==> config.mk <==
export PLATFORM = sky130hd
export DESIGN_NAME = param_mod_counter
export DESIGN_NICKNAME = d
export VERILOG_FILES = /design/src/rtl/param_mod_counter.sv
export SDC_FILE = /design/constraint.sdc
export NUM_CORES = 1
export LEC_CHECK = 0
export CAP_MARGIN = 10
export CORE_AREA = 10 10 47 49
export DETAILED_ROUTE_END_ITERATION = 7
export DIE_AREA = 0 0 57 59
export DONT_BUFFER_PORTS = 1
export HOLD_SLACK_MARGIN = 0.06
export SLEW_MARGIN = 10
export SYNTH_ARGS = -nofsm -noshare
export SYNTH_HDL_FRONTEND = slang
export SYNTH_SLANG_ARGS = --single-unit
==> constraint.sdc <==
create_clock -name clk -period 2 [get_ports clk]
set_input_delay 0.6 -clock clk [delete_from_list [all_inputs] [get_ports clk]]
set_output_delay 0.6 -clock clk [all_outputs]
set_load 0.05 [all_outputs]
==> src/rtl/param_mod_counter.sv <==
// Modulo-N up/down counter with load and wrap/saturate/one-shot modes.
// Ports: clk, rst (async, active-low), en, up_dn, load, load_val, mode,
//   start, clr_ovf -> q, tc (terminal pulse), ovf (sticky), busy.
module param_mod_counter #(
  parameter int unsigned     WIDTH     = 4,
  parameter longint unsigned MODULUS   = 16,
  parameter longint unsigned RESET_VAL = 0
) (
  input  logic             clk,
  input  logic             rst,
  input  logic             en,
  input  logic             up_dn,
  input  logic             load,
  input  logic [WIDTH-1:0] load_val,
  input  logic [1:0]       mode,
  input  logic             start,
  input  logic             clr_ovf,
  output logic [WIDTH-1:0] q,
  output logic             tc,
  output logic             ovf,
  output logic             busy
);

  localparam logic [WIDTH-1:0] MAX_V = WIDTH'(MODULUS - 1);
  localparam logic [WIDTH-1:0] RST_V = WIDTH'(RESET_VAL);
  localparam logic [WIDTH-1:0] ONE_V = WIDTH'(1);

  typedef enum logic [1:0] {
    ST_IDLE,
    ST_RUN,
    ST_DONE
  } st_e;

  st_e              st_q, st_d;
  logic [WIDTH-1:0] q_q, q_d;
  logic             tc_q, tc_d;
  logic             ovf_q, ovf_d;
  logic [WIDTH-1:0] term;
  logic [WIDTH-1:0] q_step;
  logic             at_term;
  logic             ovf_set;
  logic             os_mode;
  logic             sat_mode;

  always_comb begin
    term     = up_dn ? MAX_V : '0;
    at_term  = (q_q == term);
    q_step   = up_dn ? q_q + ONE_V : q_q - ONE_V;
    os_mode  = (mode == 2'b10);
    sat_mode = (mode == 2'b01);

    q_d     = q_q;
    tc_d    = 1'b0;
    ovf_set = 1'b0;
    st_d    = st_q;

    // Leaving one-shot mode, or the single DONE cycle, always ends in IDLE.
    if (!os_mode || st_q == ST_DONE) begin
      st_d = ST_IDLE;
    end

    if (load) begin
      q_d = (load_val > MAX_V) ? MAX_V : load_val;
    end else if (os_mode) begin
      unique case (st_q)
        ST_IDLE: begin
          if (start) begin
            q_d  = up_dn ? '0 : MAX_V;
            st_d = ST_RUN;
          end
        end
        ST_RUN: begin
          if (en) begin
            if (at_term) begin
              tc_d = 1'b1;
              st_d = ST_DONE;
            end else begin
              q_d = q_step;
            end
          end
        end
        default: begin
        end
      endcase
    end else if (en) begin
      tc_d    = at_term;
      ovf_set = at_term;
      if (!at_term) begin
        q_d = q_step;
      end else if (!sat_mode) begin
        q_d = up_dn ? '0 : MAX_V;
      end
    end

    // A same-cycle set beats clr_ovf.
    ovf_d = ovf_set | (ovf_q & ~clr_ovf);
  end

  always_ff @(posedge clk or negedge rst) begin
    if (!rst) begin
      q_q   <= RST_V;
      tc_q  <= 1'b0;
      ovf_q <= 1'b0;
      st_q  <= ST_IDLE;
    end else begin
      q_q   <= q_d;
      tc_q  <= tc_d;
      ovf_q <= ovf_d;
      st_q  <= st_d;
    end
  end

  assign q    = q_q;
  assign tc   = tc_q;
  assign ovf  = ovf_q;
  assign busy = (st_q == ST_RUN);

endmodule

==> impl_metrics.json <==
{
  "vdd_drop_max_mv": 0.351,
  "clock-root-buffer": "clkbuf_4",
  "end_kind": "flip-flop",
  "min_period_ps": 1850,
  "grt_pass1_wl_um": 2810,
  "die_w_um": 57,
  "power_density_mw_per_mm2": 707,
  "clock-sinks": 8,
  "synth.distinct_cells": 36,
  "swShare": 0.371,
  "yosysTopAreaCellShare": 0.323,
  "power_frac_seq": 0.333,
  "grt_usage": 0.103,
  "worstHoldStart": "load",
  "syn_inst": 67,
  "cts_buffers": 3,
  "cts_buffer_depth": 2,
  "antenna_left": 0,
  "initial_core_util": 0.442,
  "final_common_cell": "buf_4",
  "finalCritPeriodShare": 0.923,
  "ys_seq_area_frac": 0.323,
  "dp.final_hpwl_um": 1320,
  "setup_viol": 0,
  "area_delta_synth_final_pct": 31.1,
  "worst_slew_pin_slew_ps": 471,
  "slew_headroom": 0.686,
  "cts_resized": 0,
  "synth_area_leaders": "dfrtp_1 (32%), a21oi_1 (4.8%), ha_1 (4.0%), a211oi_4 (3.2%), fa_1 (3.2%)",
  "postCtsSetupBuffers": 0,
  "grt_remaining_overflow": 0,
  "gp_congestion": 0.746,
  "clk_latency_ps": 260,
  "grt_setup_unrepaired": "no",
  "holdWs_ps": 419,
  "synth_area_per_cell_um2": 9.24,
  "ys_warn_count": 0,
  "ioPinCount": 20,
  "core-area_mm2": 0.00140,
  "synthesis.nets": 83,
  "syn_area_um2": 619,
  "hold_class": "input pin to flip-flop",
  "switching_power_uw": 213,
  "critPathLaunch": "up_dn",
  "crit_required_ps": 2140,
  "path_clk_slew_ps": 60,
  "final_cell_mix": "buf_4 (14), dfrtp_1 (7), a21oi_1 (6)",
  "num_antenna_cells": 0,
  "skew_ps": 9.29,
  "layout-drive-gt1-share": 0.329,
  "maxCapViolations": 0,
  "cts_tree": "done",
  "fp.dieArea_mm2": 0.00336,
  "path_max_fanout": 6,
  "port_buffers": 0,
  "reg2reg_from": "q[1]",
  "internal_power_uw": 361,
  "rows": 14,
  "grt_pass1_vias": 611,
  "slew_viol_final": 0,
  "vias": 589,
  "status": "complete, no violations",
  "leakagePower_uw": 0.000358,
  "totalWireLength_um": 1650,
  "p_comb_frac": 0.425,
  "initialDrtViolationCount": 5,
  "antenna_found_initial": 0,
  "wl_per_cell_um": 16.3,
  "tns_ps": 0,
  "drc": 0,
  "viasPerCell": 5.83,
  "clkPwrFrac": 0.241,
  "path_class": "input pin to flip-flop",
  "synth_top_area_cell": "dfrtp_1",
  "die_y_um": 59,
  "hold_viol_final": 0,
  "ys_seq_elements": 8,
  "fin_nets": 102,
  "cp.arrival_ps": 1980,
  "startpoint_type": "input pin",
  "first_pass_iters": 4,
  "fmax_ghz": 0.542,
  "cts_max_level": 1,
  "grt_max_degree": 12
}
-- cells by family (layout without fill, tap and decap cells) --
logic type,after synthesis,count (layout),synth area share
buffers and inverters,3,21,0.0182
adder cells (fa/ha/maj),3,3,0.0727
XOR/XNOR,1,1,0.0141
AND/OR/NAND/NOR,26,26,0.253
flip-flops,8,8,0.323
AO/OA/AOI/OAI,26,26,0.319
-- final cells by class --
cell class              count  area [um^2]
well taps                  16         20.0
inverters                   2         11.3
fillers                   142          589
flip-flops and latches      8          201
clock buffers               4         26.3
repair buffers             15          115
multi-input cells          56          438
-- layer usage --
metal,GRT usage,vias to the layer above,share of wire
li1,-,286,-
met1,0.122,281,0.46
met2,0.160,22,0.46
met3,0.0536,0,0.077
met4,0.0302,0,0
met5,0,-,0
-- through the flow --
step	setup slack (ps)	total power, uW	instances	area (um^2)	utilization
floorplan	-22.5	361	67	654	-
global placement	-73.4	432	96	776	0.554
detailed placement	-119	435	96	776	0.554
CTS	159	583	101	812	0.579
global route	48.5	619	101	812	0.579
finish	154	574	101	812	0.579
-- flip-flops by register name, indices dropped and copies added, names as in the netlist --
signal  cells
ovf         1
q           4
st_q        2
tc          1
-- path summary, 6_finish.rpt --
path                            endpoint  slack [ps]  cells past startpoint
worst max-delay path                q[3]         150                      7
min in group asynchronous            ovf         690                      1
worst min register to register   st_q[1]         570                      1
worst max register to register      q[3]         190                      6
max in group asynchronous           q[1]        1010                      1
worst min-delay path                q[1]         420                      1
-- Yosys cell counts (all sizes together) --
master and number:
dfrtp 8, a21oi 7, nand2 5, nor2 5, o21ai 4, a211oi 3
nor2b 3, a21o 2, and2b 2, ha 2, inv 2, nand2b 2
nand3 2, or3 2, a21boi 1, a22o 1, a22oi 1, and3b 1
clkbuf 1, fa 1, nand3b 1, nand4bb 1, nor3b 1, o211a 1
o21ba 1, o22ai 1, o311ai 1, o31a 1, o31ai 1, o41ai 1
or4 1, xor2 1
-- power groups by stage --
stage	Clock [uW]	Combinational, uW	Sequential [uW]
after floorplan	0	122	239
after global placement	0	237	194
after detailed placement	0	241	194
after CTS	146	246	191
after global routing	158	267	194
final	139	244	191
-- critical path, stage by stage --
cell and delay, ps:
clkinvlp_4 130, ha_4 250, a211oi_2 240, o21ai_1 90
or4_1 500, nand3_1 100, a21oi_1 60
-- what timing repair did --
item / in CTS / in global routing
hold buffers: 1 / 0
endpoints found under the setup margin: 0 / 0
endpoints found under the hold margin: 8 / 0
Note: power is estimated with default switching activity, not from simulation.
